`src/rtl/descriptor_output_arbiter.sv`:
```
// Merges one time-sensitive descriptor path and NTS_CH FIFO-buffered non-time-sensitive paths onto one output.
// Two cycles from request to o_descriptor_wr; output is held until i_descriptor_ack, and full NTS FIFOs drop and count.

// Generic synchronous FIFO: write ignored when full, read ignored when empty, head visible combinationally.
module fifo_sync #(
    parameter int W     = 40,
    parameter int DEPTH = 4
) (
    input  logic         clk_i,
    input  logic         rst_n_i,
    input  logic         wr_vld_i,
    input  logic [W-1:0] wr_dat_i,
    input  logic         rd_rdy_i,
    output logic [W-1:0] rd_dat_o,
    output logic         full_o,
    output logic         empty_o
);
    localparam int AW = (DEPTH > 1) ? $clog2(DEPTH) : 1;

    logic [W-1:0]  mem_q [DEPTH];
    logic [AW-1:0] wr_ptr_q;
    logic [AW-1:0] rd_ptr_q;
    logic [AW:0]   cnt_q;
    logic          do_wr;
    logic          do_rd;

    // Full comes from the registered count, so a same-cycle read never makes room for a write.
    assign full_o   = (cnt_q == (AW+1)'(DEPTH));
    assign empty_o  = (cnt_q == '0);
    assign do_wr    = wr_vld_i && !full_o;
    assign do_rd    = rd_rdy_i && !empty_o;
    assign rd_dat_o = mem_q[rd_ptr_q];

    always_ff @(posedge clk_i) begin
        if (do_wr) begin
            mem_q[wr_ptr_q] <= wr_dat_i;
        end
    end

    always_ff @(posedge clk_i) begin
        if (!rst_n_i) begin
            wr_ptr_q <= '0;
            rd_ptr_q <= '0;
            cnt_q    <= '0;
        end else begin
            if (do_wr) begin
                wr_ptr_q <= wr_ptr_q + 1'b1;
            end
            if (do_rd) begin
                rd_ptr_q <= rd_ptr_q + 1'b1;
            end
            case ({do_wr, do_rd})
                2'b10:   cnt_q <= cnt_q + 1'b1;
                2'b01:   cnt_q <= cnt_q - 1'b1;
                default: cnt_q <= cnt_q;
            endcase
        end
    end
endmodule

module descriptor_output_arbiter #(
    parameter int DESC_W     = 40,
    parameter int NTS_CH     = 4,
    parameter int FIFO_DEPTH = 4
) (
    input  logic                     i_clk,
    input  logic                     i_rst_n,
    input  logic [DESC_W-1:0]        iv_ts_descriptor,
    input  logic                     i_ts_descriptor_wr,
    output logic                     o_ts_descriptor_ack,
    input  logic [NTS_CH*DESC_W-1:0] iv_nts_descriptor,
    input  logic [NTS_CH-1:0]        iv_nts_descriptor_wr,
    output logic [NTS_CH-1:0]        ov_nts_fifo_full,
    output logic [15:0]              ov_nts_drop_cnt,
    output logic [DESC_W-1:0]        ov_descriptor,
    output logic                     o_descriptor_wr,
    input  logic                     i_descriptor_ack
);
    localparam int CH_W = (NTS_CH > 1) ? $clog2(NTS_CH) : 1;

    typedef enum logic {IDLE, WAIT_ACK} state_t;

    state_t              state_q;
    logic                ts_full_q;
    logic                ts_ack_q;
    logic [DESC_W-1:0]   ts_dat_q;
    logic [DESC_W-1:0]   out_dat_q;
    logic                out_wr_q;
    logic [CH_W-1:0]     last_grant_q;
    logic [15:0]         drop_cnt_q;
    logic [15:0]         drop_cnt_d;
    logic [16:0]         drop_sum;
    logic [3:0]          drops;
    logic [CH_W-1:0]     winner;
    logic [CH_W-1:0]     idx;
    logic                nts_any;
    logic                ts_capture;
    logic                ts_take;
    logic [NTS_CH-1:0]   nts_empty;
    logic [NTS_CH-1:0]   nts_pop;
    logic [DESC_W-1:0]   nts_head [NTS_CH];

    for (genvar k = 0; k < NTS_CH; k++) begin : g_nts
        fifo_sync #(.W(DESC_W), .DEPTH(FIFO_DEPTH)) u_fifo (
            .clk_i    (i_clk),
            .rst_n_i  (i_rst_n),
            .wr_vld_i (iv_nts_descriptor_wr[k]),
            .wr_dat_i (iv_nts_descriptor[k*DESC_W +: DESC_W]),
            .rd_rdy_i (nts_pop[k]),
            .rd_dat_o (nts_head[k]),
            .full_o   (ov_nts_fifo_full[k]),
            .empty_o  (nts_empty[k])
        );
    end

    // Walk the ring backwards so the last hit is the channel nearest after last_grant.
    always_comb begin
        winner  = last_grant_q;
        nts_any = 1'b0;
        idx     = '0;
        for (int i = NTS_CH - 1; i >= 0; i--) begin
            idx = CH_W'((int'(last_grant_q) + 1 + i) % NTS_CH);
            if (!nts_empty[idx]) begin
                winner  = idx;
                nts_any = 1'b1;
            end
        end
    end

    assign ts_take    = (state_q == IDLE) && ts_full_q;
    assign nts_pop    = ((state_q == IDLE) && !ts_full_q && nts_any) ? (NTS_CH'(1) << winner) : '0;
    // The ack cycle blocks capture so a still-held request is not taken twice.
    assign ts_capture = i_ts_descriptor_wr && !ts_full_q && !ts_ack_q;

    always_comb begin
        drops = '0;
        for (int k = 0; k < NTS_CH; k++) begin
            drops = drops + 4'(iv_nts_descriptor_wr[k] & ov_nts_fifo_full[k]);
        end
        drop_sum   = 17'(drop_cnt_q) + 17'(drops);
        drop_cnt_d = drop_sum[16] ? 16'hFFFF : drop_sum[15:0];
    end

    always_ff @(posedge i_clk) begin
        if (!i_rst_n) begin
            ts_full_q  <= 1'b0;
            ts_ack_q   <= 1'b0;
            ts_dat_q   <= '0;
            drop_cnt_q <= '0;
        end else begin
            ts_ack_q   <= ts_capture;
            drop_cnt_q <= drop_cnt_d;
            if (ts_capture) begin
                ts_full_q <= 1'b1;
                ts_dat_q  <= iv_ts_descriptor;
            end else if (ts_take) begin
                ts_full_q <= 1'b0;
            end
        end
    end

    always_ff @(posedge i_clk) begin
        if (!i_rst_n) begin
            state_q      <= IDLE;
            out_dat_q    <= '0;
            out_wr_q     <= 1'b0;
            last_grant_q <= CH_W'(NTS_CH - 1);
        end else begin
            case (state_q)
                IDLE: begin
                    if (ts_full_q) begin
                        out_dat_q <= ts_dat_q;
                        out_wr_q  <= 1'b1;
                        state_q   <= WAIT_ACK;
                    end else if (nts_any) begin
                        out_dat_q    <= nts_head[winner];
                        out_wr_q     <= 1'b1;
                        last_grant_q <= winner;
                        state_q      <= WAIT_ACK;
                    end else begin
                        out_dat_q <= '0;
                        out_wr_q  <= 1'b0;
                    end
                end
                WAIT_ACK: begin
                    if (i_descriptor_ack) begin
                        out_dat_q <= '0;
                        out_wr_q  <= 1'b0;
                        state_q   <= IDLE;
                    end
                end
                default: begin
                    out_dat_q <= '0;
                    out_wr_q  <= 1'b0;
                    state_q   <= IDLE;
                end
            endcase
        end
    end

    assign o_ts_descriptor_ack = ts_ack_q;
    assign ov_nts_drop_cnt     = drop_cnt_q;
    assign ov_descriptor       = out_dat_q;
    assign o_descriptor_wr     = out_wr_q;
endmodule
```
`config.mk`:
```
export PLATFORM = sky130hd
export DESIGN_NAME = descriptor_output_arbiter
export DESIGN_NICKNAME = d
export VERILOG_FILES = /design/src/rtl/descriptor_output_arbiter.sv
export SDC_FILE = /design/constraint.sdc
export NUM_CORES = 1
export LEC_CHECK = 0
export ABC_AREA = 1
export BUFFER_PORTS_ARGS = -buffer_cell sky130_fd_sc_hd__buf_2
export CORE_ASPECT_RATIO = 1.1
export CORE_UTILIZATION = 40
export CTS_BUF_LIST = sky130_fd_sc_hd__clkbuf_8
export CTS_CLUSTER_SIZE = 30
export DETAILED_ROUTE_END_ITERATION = 16
export SYNTH_ARGS = -nofsm -noshare
export SYNTH_HDL_FRONTEND = slang
export SYNTH_SLANG_ARGS = --single-unit
```
`constraint.sdc`:
```
create_clock -name i_clk -period 3.8 [get_ports i_clk]
set_clock_uncertainty 0.1 [all_clocks]
set_input_delay 0.57 -clock i_clk [delete_from_list [all_inputs] [get_ports i_clk]]
set_output_delay 0.57 -clock i_clk [all_outputs]
set_load 0.01 [all_outputs]
```
==> results_dict.tcl, run 1 <==
set metrics [dict create \
    clock_latency_ns 0.78 \
    cp_num_buf_inv 4 \
    cellLeakagePower_nw 14.2 \
    die-area_um2 78500 \
    outcome "finished clean" \
    multi_input_area_um2 7870 \
    h-tree-depth 3 \
    antenna_found_initial 16 \
    drtPass1Iterations 7 \
    rrSetupSlack_ns 0.29 \
    grt_max_degree 83 \
    cts_tree "built" \
    wirelength_mm 92.1 \
    nFillCells 6697 \
    dpl.hpwl_mm 59.2 \
    yosys_register_bits 778 \
    ys_dominant_reg_cell "edfxtp_1" \
    crit_family "adder cells" \
    final_nets 3335 \
    final_cell_mix "640 x edfxtp_1, 483 x nand2_1, 329 x a21oi_1" \
    cap_viol_max_count 0 \
    syn_nets 2864 \
    ff_latch_area_um2 22000 \
    synth-edff-count 640 \
    endpoint_kind "register" \
    row_count 106 \
    coreArea_um2 76300 \
    rsz0062_at_grt "no" \
    grt_pass1_vias 22300 \
    path_cells "nor2_2 -> nand2_1 -> inv_1 -> nand2_1 -> fa_1 -> inv_1 -> fa_1 -> fa_2 -> nand2_1 -> nor2_1 -> nand3_1 -> inv_1 -> nand3_1 -> nand3b_1 -> nor2_1 -> nand2_1 -> nor2_2 -> o31ai_1 -> inv_1" \
    hold_class "in2reg" \
    cts_buffers 120 \
    viasPerCell 5.34 \
    critical_path.endpoint "ov_nts_drop_cnt[13]$_SDFF_PN0_" \
    timing.fmax_mhz 285 \
    grt_pass1_wl_mm 136 \
    synth.distinct_cells 38 \
    critPathKind "reg2reg" \
    root_buffer "clkbuf_8" \
    tns_ns 0 \
    drt.antenna.violating_nets 0 \
    netlist_area_um2 30900 \
    syn_to_final_growth_pct 21.6 \
    yosysSeqAreaShare_pct 71.0 \
    io_buffers 269 \
    worstReg2RegStart "g_nts[2].u_fifo.cnt_q[0]$_SDFFE_PN0P_" \
    avgSynthCellArea_um2 11.8 \
    setup_violations 0 \
    cp-start-kind "register" \
    maxSlewHeadroom_pct 39.7 \
    ys_async_sr_fraction_pct 0 \
    place_congestion 0.808 \
    start_util_pct 40.6 \
    required_ns 4.34 \
    worstRegToRegCells 19 \
    ios 270 \
    r2r_end "ov_nts_drop_cnt[13]$_SDFF_PN0_" \
    final_common_cell "edfxtp_1" \
    final-hold-violation-count 0 \
    synth_top_area_share_pct 62.1 \
    drc 0 \
    grt_use_total_pct 23.2 \
    finalCriticalPeriod_ns 3.51 \
    tightest_slew_ns 0.905 \
    drt_iter0_markers 1962 \
    power_density_nw_per_um2 722 \
    slew_viol_final 0 \
    synth_cells 2628 \
    drive_gt1_share_pct 16.4 \
    yosys.area.top_type "edfxtp_1" \
    fin_crit_sh_pct 92.5 \
    clk_path_buf_depth 3 \
    grt_overflow_total 0 \
    synthTopCellsByArea "edfxtp_1 62%, dfxtp_1 8.9%, nand2_1 5.9%" \
    cp_slowest_stage_delay_ns 0.51 \
    cp_slowest_cell "fa_1" \
    stdcell_area_um2 37600 \
    die_x_um 267 \
    synth_warnings 0 \
    clock_sinks 778 \
    dpl_cell_area_um2 33500 \
    routed-via-count 22600 \
    die_h_um 294 \
    path_clk_slew_ns 0.06 \
    crit_start "g_nts[2].u_fifo.cnt_q[0]$_SDFFE_PN0P_" \
    crit_fanout 6 \
    path_depth 19 \
    routedWlPerCell_um 21.7 \
    cp.arrival_ns 4.06 \
    ir_drop_uv 927 \
]
## how the worst min path moves through the flow
stage | from | cells after the start | end
2_1_floorplan | ts_dat_q[13]$_SDFFE_PN0P_ | 2 | ts_dat_q[13]$_SDFFE_PN0P_
3_3_place_gp | ts_dat_q[19]$_SDFFE_PN0P_ | 2 | ts_dat_q[19]$_SDFFE_PN0P_
3_5_place_dp | ts_dat_q[0]$_SDFFE_PN0P_ | 2 | ts_dat_q[0]$_SDFFE_PN0P_
4_1_cts | i_rst_n | 3 | ts_dat_q[34]$_SDFFE_PN0P_
5_1_grt | iv_ts_descriptor[20] | 3 | ts_dat_q[20]$_SDFFE_PN0P_
6_report | iv_ts_descriptor[31] | 3 | ts_dat_q[31]$_SDFFE_PN0P_
## through the flow
stage	utilization, %	setup WS (ns)	cells	hold slack [ns]	total power, mW
6_report	49.3	0.286	4237	0.0492	27.2
5_1_grt	49.3	0.0410	4233	0.0427	28.5
4_1_cts	49.3	0.115	4226	0.000221	27.2
3_5_place_dp	43.9	0.121	3810	0.336	20.7
3_3_place_gp	43.9	0.224	3810	0.333	20.5
2_1_floorplan	-	0.549	2628	0.324	16.7
## registers in the layout, summed over array words and instances (netlist names), 2 cells and up, named ones only
signal / count
g_nts.u_fifo.cnt_q: 12
g_nts.u_fifo.mem_q: 640
g_nts.u_fifo.rd_ptr_q: 8
g_nts.u_fifo.wr_ptr_q: 8
last_grant_q: 2
ov_descriptor: 40
ov_nts_drop_cnt: 16
ts_dat_q: 40
## cell families (layout without fill, tap and decap cells)
kind of cell,Yosys count,in the layout,share of synthesized area (%)
fa+ha+maj,28,28,1.30
flops,778,778,71.0
buf+inv,304,876,3.98
compound gates,684,684,12.4
xor+xnor,10,10,0.307
other cells,0,11,0
simple gates,824,824,11.0
## what timing repair did
| action | 4_1_cts | 5_1_grt |
|---|---|---|
| setup endpoints to repair | 0 | 6 |
| gates resized for setup | 0 | 3 |
| endpoints found under the hold margin | 668 | 0 |
| hold buffers | 193 | 0 |
| buffers inserted | 0 | 0 |
## area by class of cell
| cell class | count | share of cell area, % |
|---|---|---|
| Sequential cell | 778 | 58.4 |
| Multi-Input combinational cell | 1546 | 20.9 |
| Timing Repair Buffer | 521 | 10.1 |
| Clock buffer | 125 | 4.57 |
| Tap cell | 1026 | 3.41 |
| Inverter | 132 | 1.32 |
| Clock inverter | 98 | 1.21 |
| Antenna cell | 11 | 0.0732 |
## Yosys cell counts, drive strengths merged (7+ instances only)
cell / n
buf: 39
fa: 7
a22oi: 120
clkbuf: 133
dfxtp: 138
edfxtp: 640
a21oi: 331
ha: 21
inv: 130
nor2: 134
o21ai: 155
nand2: 488
a31oi: 34
o22ai: 40
nand3: 191
## worst register-to-register path, stage by stage (launching register included)
cell,delay [ns]
dfxtp_1,0.34
nor2_2,0.15
nand2_1,0.11
inv_1,0.08
nand2_1,0.08
fa_1,0.51
inv_1,0.05
fa_1,0.41
fa_2,0.40
nand2_1,0.07
nor2_1,0.05
nand3_1,0.11
inv_1,0.05
nand3_1,0.11
nand3b_1,0.16
nor2_1,0.07
nand2_1,0.14
nor2_2,0.09
o31ai_1,0.26
inv_1,0.06
## where the power goes
part / total (mW) / internal (mW) / switching [mW]
Clock: 6.42 / 3.12 / 3.30
Sequential: 10.7 / 10.4 / 0.350
Combinational: 10.1 / 2.62 / 7.43
Total: 27.2 / 16.1 / 11.1
## layer usage
metal,routed length (um),share of wire [%],vias up,GRT usage [%]
met5,76,0.082,-,0
met4,3330,3.6,12,9.95
li1,-,-,10400,-
met1,37900,41,11200,30.3
met2,44300,48,879,37.7
met3,6490,7.0,162,4.56
No activity file was read; power rests on OpenSTA's default activity.
==> run 2: changes to the inputs <==
--- a/config.mk
+++ b/config.mk
@@ -8,10 +8,11 @@
 export ABC_AREA = 1
 export BUFFER_PORTS_ARGS = -buffer_cell sky130_fd_sc_hd__buf_2
 export CORE_ASPECT_RATIO = 1.1
-export CORE_UTILIZATION = 40
+export CORE_UTILIZATION = 55
 export CTS_BUF_LIST = sky130_fd_sc_hd__clkbuf_8
 export CTS_CLUSTER_SIZE = 30
 export DETAILED_ROUTE_END_ITERATION = 16
+export PLACE_DENSITY = 0.74
 export SYNTH_ARGS = -nofsm -noshare
 export SYNTH_HDL_FRONTEND = slang
 export SYNTH_SLANG_ARGS = --single-unit
==> results_dict.tcl, run 2 (synthesis results as in run 1) <==
set metrics [dict create \
    nFillCells 3940 \
    final_common_cell "edfxtp_1" \
    wirelength_mm 85.3 \
    die_h_um 251 \
    stdcell_area_um2 37100 \
    min_to "ts_dat_q[12]$_SDFFE_PN0P_" \
    top_layer_used "met5" \
    rrSetupSlack_ns 0.33 \
    path_clk_slew_ns 0.06 \
    fin_crit_sh_pct 91.4 \
    clk_path_buf_depth 3 \
    required_ns 4.27 \
    grt_pass1_vias 21800 \
    regMostFlops "g_nts.u_fifo.mem_q" \
    dp_cells 3519 \
    cp.arrival_ns 3.95 \
    final_cell_mix "640 x edfxtp_1, 483 x nand2_1, 329 x a21oi_1" \
    worstReg2RegStart "g_nts[2].u_fifo.cnt_q[0]$_SDFFE_PN0P_" \
    slew_viol_final 0 \
    hold_ws_ns 0.0425 \
    ir_drop_uv 1310 \
    crit_fanout 6 \
    tns_ns 0 \
    ios 270 \
    tightest_slew_ns 1.17 \
    met1_length_mm 33.0 \
    routed-wl-met2_mm 41.3 \
    grt_pass1_wl_mm 127 \
    place_congestion 0.833 \
    antenna_found_initial 12 \
    cp-start-kind "register" \
    r2r_end "ov_nts_drop_cnt[13]$_SDFF_PN0_" \
    setup_violations 0 \
    dr_wl_met3_mm 7.84 \
    outcome "finished clean" \
    start_util_pct 56.1 \
    clock_sinks 778 \
    viasPerCell 5.84 \
    cellLeakagePower_nw 14.2 \
    cap_viol_max_count 0 \
    dpl_cell_area_um2 33100 \
    row_count 90 \
    endpoint_kind "register" \
    grt_overflow_total 0 \
    largest_reg_flops 640 \
    final_cells 3924 \
    root_buffer "clkbuf_8" \
    rsz0062_at_grt "no" \
    drive_gt1_share_pct 16.9 \
    io_buffers 269 \
    coreArea_um2 55200 \
    maxSlewHeadroom_pct 21.7 \
    min_from "iv_ts_descriptor[12]" \
    finalCriticalPeriod_ns 3.47 \
    drc 0 \
    clock_latency_ns 0.73 \
    cts_buffers 117 \
    drt_iter0_markers 2713 \
    cts_tree "built" \
    hold_class "in2reg" \
    timing.fmax_mhz 288 \
    hold_depth 3 \
    die-area_um2 57200 \
    drt.antenna.violating_nets 0 \
    critPathKind "reg2reg" \
    syn_to_final_growth_pct 20.0 \
    drtPass1Iterations 5 \
    worstRegToRegCells 19 \
    dpl.hpwl_mm 54.1 \
    routed-via-count 22900 \
    grt_max_degree 81 \
    final_nets 3312 \
    power_density_nw_per_um2 726 \
    final-hold-violation-count 0 \
    h-tree-depth 3 \
    post_cts_buffers 0 \
    grt_use_total_pct 29.5 \
    routedWlPerCell_um 21.7 \
    die_x_um 228 \
]
run 2: report_power, final:
part	switching (mW)	leakage [nW]	internal (mW)	total (mW)
logic	7.10	5.88	2.60	9.69
registers	0.364	7.01	10.4	10.7
clock network	3.20	1.32	3.34	6.54
run 2: critical path, stage by stage (launching register included):
cell      delay [ns]
dfxtp_1         0.35
nor2_2          0.15
nand2_1         0.09
inv_1           0.07
nand2_1         0.08
fa_1            0.51
inv_1           0.05
fa_1            0.41
fa_2            0.39
nand2_1         0.07
nor2_1          0.06
nand3_1         0.10
inv_1           0.05
nand3_1         0.11
nand3b_1        0.16
nor2_1          0.07
nand2_1         0.12
nor2_1          0.12
o31ai_1         0.26
inv_1           0.06
run 2: how the worst max path moves through the flow:
stage | from | to | slack [ns] | cells after the start
after detailed placement | g_nts[2].u_fifo.cnt_q[0]$_SDFFE_PN0P_ | ov_nts_drop_cnt[13]$_SDFF_PN0_ | 0.25 | 19
after floorplan | g_nts[2].u_fifo.cnt_q[0]$_SDFFE_PN0P_ | ov_nts_drop_cnt[13]$_SDFF_PN0_ | 0.55 | 19
final | g_nts[2].u_fifo.cnt_q[0]$_SDFFE_PN0P_ | ov_nts_drop_cnt[13]$_SDFF_PN0_ | 0.33 | 19
after CTS | g_nts[2].u_fifo.cnt_q[0]$_SDFFE_PN0P_ | ov_nts_drop_cnt[13]$_SDFF_PN0_ | 0.22 | 19
after global placement | g_nts[2].u_fifo.cnt_q[0]$_SDFFE_PN0P_ | ov_nts_drop_cnt[13]$_SDFF_PN0_ | 0.27 | 19
after global routing | g_nts[2].u_fifo.cnt_q[0]$_SDFFE_PN0P_ | ov_nts_drop_cnt[10]$_SDFF_PN0_ | 0.001 | 19
run 2: through the flow:
stage	utilization [%]	power (mW)	setup slack [ns]
2_1_floorplan	-	16.7	0.549
3_3_place_gp	60.0	19.9	0.274
3_5_place_dp	60.0	20.2	0.250
4_1_cts	67.2	26.8	0.216
5_1_grt	67.3	28.1	0.00120
6_report	67.3	26.9	0.327
run 2: what timing repair did:
action	4_1_cts	5_1_grt
hold buffers	174	0
setup endpoints to repair	0	8
endpoints found under the hold margin	654	0
gates resized for setup	0	3
run 2: per-layer routing:
metal  up-vias  track usage, %
met4         8            12.4
met2      1210            47.8
met5         -               0
met1     11200            38.9
li1      10400               -
met3       174            6.02
run 2: final cells by class:
| type | instances | area, um2 | share of cell area [%] |
|---|---|---|---|
| antenna | 9 | 22.5 | 0.0606 |
| clock buffer | 129 | 1780 | 4.78 |
| clock inverter | 93 | 490 | 1.32 |
| inverter | 132 | 495 | 1.33 |
| multi-input combinational | 1546 | 7870 | 21.2 |
| sequential | 778 | 22000 | 59.2 |
| tap | 736 | 921 | 2.48 |
| timing repair buffer | 501 | 3570 | 9.62 |
